===== src/rtl/riscv_str_ops_issue.sv =====
// EX-stage initiator for the riscv_str_ops unit: request latch, multicycle hold, writeback handshake, flush drain.
// Optional watchdog abort enabled by defining STR_OPS_TIMEOUT_EN.
module riscv_str_ops_issue #(
  parameter int unsigned STR_OP_WIDTH   = 2,
  parameter int unsigned RD_WIDTH       = 5,
  parameter int unsigned TIMEOUT_CYCLES = 16
) (
  input  logic                    clk,
  input  logic                    rst_n,
  input  logic                    flush_i,
  input  logic                    req_valid_i,
  output logic                    req_ready_o,
  input  logic [STR_OP_WIDTH-1:0] req_op_i,
  input  logic [31:0]             req_operand_i,
  input  logic [RD_WIDTH-1:0]     req_rd_i,
  output logic                    str_enable_o,
  output logic [STR_OP_WIDTH-1:0] str_operator_o,
  output logic [31:0]             str_operand_o,
  input  logic [31:0]             str_result_i,
  input  logic                    str_ready_i,
  output logic                    str_ex_ready_o,
  output logic                    wb_valid_o,
  input  logic                    wb_ready_i,
  output logic [RD_WIDTH-1:0]     wb_rd_o,
  output logic [31:0]             wb_result_o,
  output logic                    busy_o,
  output logic                    error_o
);

  typedef enum logic [2:0] {
    S_IDLE,
    S_ISSUE,
    S_WAIT,
    S_RESP,
    S_DRAIN
  } state_e;

  state_e                  state_q;
  logic [STR_OP_WIDTH-1:0] op_q;
  logic [31:0]             operand_q;
  logic [RD_WIDTH-1:0]     rd_q;
  logic [31:0]             result_q;
  logic                    in_unit;
  logic                    accept;

`ifdef STR_OPS_TIMEOUT_EN
  localparam int unsigned CNT_W = $clog2(TIMEOUT_CYCLES) + 1;
  logic [CNT_W-1:0] cnt_q;
  logic             err_q;
  logic             timeout;

  assign timeout = (cnt_q == CNT_W'(TIMEOUT_CYCLES - 1)) && !str_ready_i;
  assign error_o = err_q;
`else
  assign error_o = 1'b0;
`endif

  assign in_unit        = (state_q == S_ISSUE) || (state_q == S_WAIT);
  assign accept         = !flush_i &&
                          ((state_q == S_IDLE) || ((state_q == S_RESP) && wb_ready_i));
  assign req_ready_o    = accept;
  assign str_enable_o   = in_unit;
  assign str_ex_ready_o = (in_unit && str_ready_i && !flush_i) || (state_q == S_DRAIN);
  assign str_operator_o = op_q;
  assign str_operand_o  = operand_q;
  assign wb_valid_o     = (state_q == S_RESP) && !flush_i;
  assign wb_rd_o        = rd_q;
  assign wb_result_o    = result_q;
  assign busy_o         = (state_q != S_IDLE);

  always_ff @(posedge clk or negedge rst_n) begin
    if (!rst_n) begin
      state_q   <= S_IDLE;
      op_q      <= '0;
      operand_q <= '0;
      rd_q      <= '0;
      result_q  <= '0;
`ifdef STR_OPS_TIMEOUT_EN
      cnt_q     <= '0;
      err_q     <= 1'b0;
`endif
    end else begin
`ifdef STR_OPS_TIMEOUT_EN
      err_q <= 1'b0;
      // Held at zero outside WAIT/DRAIN (ISSUE always precedes WAIT), and on WAIT->DRAIN.
      if ((state_q == S_WAIT && !flush_i) || state_q == S_DRAIN) begin
        cnt_q <= cnt_q + 1'b1;
      end else begin
        cnt_q <= '0;
      end
`endif
      unique case (state_q)
        S_IDLE: begin
          if (req_valid_i && !flush_i) begin
            op_q      <= req_op_i;
            operand_q <= req_operand_i;
            rd_q      <= req_rd_i;
            state_q   <= S_ISSUE;
          end
        end
        S_ISSUE: begin
          if (flush_i) begin
            state_q <= S_DRAIN;
          end else if (str_ready_i) begin
            result_q <= str_result_i;
            state_q  <= S_RESP;
          end else begin
            state_q <= S_WAIT;
          end
        end
        S_WAIT: begin
          if (flush_i) begin
            state_q <= S_DRAIN;
          end else if (str_ready_i) begin
            result_q <= str_result_i;
            state_q  <= S_RESP;
          end
`ifdef STR_OPS_TIMEOUT_EN
          else if (timeout) begin
            err_q   <= 1'b1;
            state_q <= S_IDLE;
          end
`endif
        end
        S_RESP: begin
          if (flush_i) begin
            state_q <= S_IDLE;
          end else if (wb_ready_i) begin
            if (req_valid_i) begin
              op_q      <= req_op_i;
              operand_q <= req_operand_i;
              rd_q      <= req_rd_i;
              state_q   <= S_ISSUE;
            end else begin
              state_q <= S_IDLE;
            end
          end
        end
        S_DRAIN: begin
          if (str_ready_i) begin
            state_q <= S_IDLE;
          end
`ifdef STR_OPS_TIMEOUT_EN
          else if (timeout) begin
            err_q   <= 1'b1;
            state_q <= S_IDLE;
          end
`endif
        end
        default: state_q <= S_IDLE;
      endcase
    end
  end

endmodule


===== config.mk =====
export PLATFORM = sky130hd
export DESIGN_NAME = riscv_str_ops_issue
export DESIGN_NICKNAME = d
export VERILOG_FILES = /design/src/rtl/riscv_str_ops_issue.sv
export SDC_FILE = /design/constraint.sdc
export NUM_CORES = 1
export LEC_CHECK = 0
export BUFFER_PORTS_ARGS = -buffer_cell sky130_fd_sc_hd__buf_2
export CORE_ASPECT_RATIO = 0.8
export CORE_MARGIN = 4
export CORE_UTILIZATION = 41
export DETAILED_ROUTE_END_ITERATION = 16
export GPL_ROUTABILITY_DRIVEN = 1
export PLACE_DENSITY = 0.74
export SYNTH_ARGS = -nofsm -noshare
export SYNTH_HDL_FRONTEND = slang
export SYNTH_SLANG_ARGS = --single-unit

===== constraint.sdc =====
create_clock -name clk -period 1.6 [get_ports clk]
set_input_delay 0.32 -clock clk [delete_from_list [all_inputs] [get_ports clk]]
set_output_delay 0.32 -clock clk [all_outputs]
set_load 0.1 [all_outputs]

==> impl_metrics.ini <==
[sta]
setup_tns_ns = -4.922
period_share_pct = 110.8
rsz0062_at_grt = true
maxSlewViolCount = 0
max_freq_mhz = 564.3
period_minus_slack_ns = 1.772
hold_viol_final = 0
setup_viol = 58
clock_skew_ns = 0.007267
worst_slack_ns = -0.1721

[yosys]
post_synth_num_cell_types = 26
synth_area_um2 = 3082
netlist.area_leader.share_pct = 60.09
synthCells = 184
ys.flop_type = dfrtp_1
yosys.area.top_type = dfrtp_1
yosys-top-cells-area = dfrtp_1 (60%), mux2_4 (19%), mux2_2 (12%)
synth-seq-cells = 74
yosysSeqAreaShare_pct = 60.09
syn_nets = 261
synth_enable_flop_cells = 0
synth_warnings = 0
synth-async-reset-ratio_pct = 100.0
avgSynthCellArea_um2 = 16.75

[clock_tree]
cts_buffers = 9
clock_sinks = 74
insertion_delay_ns = 0.34
ctsLongestPathBuffers = 2
cts-htree-levels = 3
cts_tree = done
cts-root-buf = clkbuf_8
cts.reportedPaths.clkPinSlew_ns = 0.08

[worst_hold_path]
hp-start = str_result_i[22]
min_path_type = in -> reg
holdPathEnd = wb_result_o[22]$_DFFE_PN0P_
hold_depth = 2

[critical_path]
crit_path_end_kind = output port
crit_required_ns = 1.28
startpoint = state_q[1]$_DFFE_PN0P_
reg2reg_depth = 7
path_class = reg -> out
r2r_setup_slack_ns = -0.17
startpoint_type = flip-flop
reg2reg_from = state_q[0]$_DFFE_PN0P_
cp_data_arrival_time_ns = 1.45
path_max_fanout = 8
r2r_end = str_operand_o[17]$_DFFE_PN0P_

[detailed_routing]
drc = 0
drt_pass1_iterations = 4
vias = 2190
viasPerCell = 4.771
wirelength_um = 7658
drtIter0Drc = 60
wl_per_cell_um = 16.68
ant_nets = 0

[die]
rows = 27
ioPinCount = 154
initial_core_util_pct = 43.44
die_w_um = 104.9
dieArea_um2 = 8976
die_h_um = 85.55
core_area_um2 = 7094

[layout]
drive_above_1_share_pct = 76.08
fill_cells = 529
design_area_um2 = 4686
antenna_cells = 0
syn2layout_area_growth_pct = 52.05
fin_util_pct = 66.05
final_net_count = 444

[placement]
io_buffers = 152
gp_congestion = 0.7667
dpl-instance-area_um2 = 4098
hpwl_um = 5164

[global_routing]
grt_overflow_total = 0
grt_pass1_wl_um = 11500
antenna_found_initial = 0
grt_util_all_layers_pct = 16.12
grt_pass1_vias = 2346
grt_max_degree = 40

[outcome]
violations = setup timing
outcome = complete, but fails checks

[run]
maxCapViolCount = 0
==> registers in the layout (all words and copies together), names as in the netlist <==
register / flops
str_operand_o: 32
wb_rd_o: 5
wb_result_o: 32
str_operator_o: 2
state_q: 3
==> logic make-up after synthesis <==
logic type | Yosys count | share of synthesized area (%)
flops | 74 | 60.09
compound gates | 6 | 1.299
xor+xnor | 1 | 0.2843
buf+inv | 10 | 3.004
simple gates | 19 | 3.858
other cells | 1 | 0.1217
mux | 73 | 31.34
==> metal layers <==
| metal | vias up | wire, um | GRT usage [%] |
|---|---|---|---|
| met5 | - | 0 | 0 |
| met3 | 6 | 727 | 7.976 |
| met2 | 105 | 3580 | 27.14 |
| li1 | 1014 | - | - |
| met1 | 1065 | 3291 | 18.68 |
| met4 | 0 | 58 | 3.695 |
==> cells in the mapped netlist (2+ instances only) <==
cell type	number
buf_2	2
buf_4	2
buf_6	6
dfrtp_1	74
mux2_2	32
mux2_4	39
mux2i_1	2
nand2_1	3
nand3_2	2
nor2_1	5
nor3_1	2
==> through the flow <==
stage / hold WS (ns) / setup WS [ns] / cells
6_report: 0.2066 / -0.1721 / 459
5_1_grt: 0.1851 / -0.2329 / 459
2_1_floorplan: 0.02441 / -0.2105 / 184
3_3_place_gp: 0.2789 / 0.05112 / 427
4_1_cts: 0.1924 / -0.1683 / 450
3_5_place_dp: 0.2807 / -0.01416 / 427
==> layout by cell type (no fill, tap or decap), types with 6 or more instances in the layout <==
cell type,count
mux2_4,43
buf_4,13
buf_12,9
buf_2,146
buf_6,6
dfrtp_1,71
clkbuf_8,11
mux2_2,28
==> critical path: stages, from the launching register on <==
cell      delay, ns
dfrtp_2        0.50
xnor2_2        0.17
nand3b_4       0.20
nand2_8        0.08
buf_12         0.16
==> timing repair <==
action / CTS / global route
hold endpoints to repair: 29 / 0
pin swaps: 4 / 1
hold buffers: 1 / 0
cloned: 1 / 6
gates resized for setup: 19 / 9
buffers inserted: 5 / 3
setup endpoints to repair: 21 / 76
==> layout make-up <==
type	instances	area, um2	share of cell area, %
Multi-Input combinational cell	100	1217	25.98
Clock buffer	12	155.1	3.311
Tap cell	87	108.9	2.323
Clock inverter	4	97.59	2.083
Sequential cell	74	1856	39.60
Timing Repair Buffer	182	1251	26.70
==> worst max path at each step <==
stage,end,cells past startpoint
global route,str_enable_o,4
floorplan,str_enable_o,3
finish,str_ex_ready_o,4
detailed placement,wb_result_o[13]$_DFFE_PN0P_,4
global placement,wb_result_o[16]$_DFFE_PN0P_,4
CTS,str_ex_ready_o,4
Power is left out: the tool's default activity adds up to more than one toggle a clock period on the data nets, which glitch-free logic cannot reach.
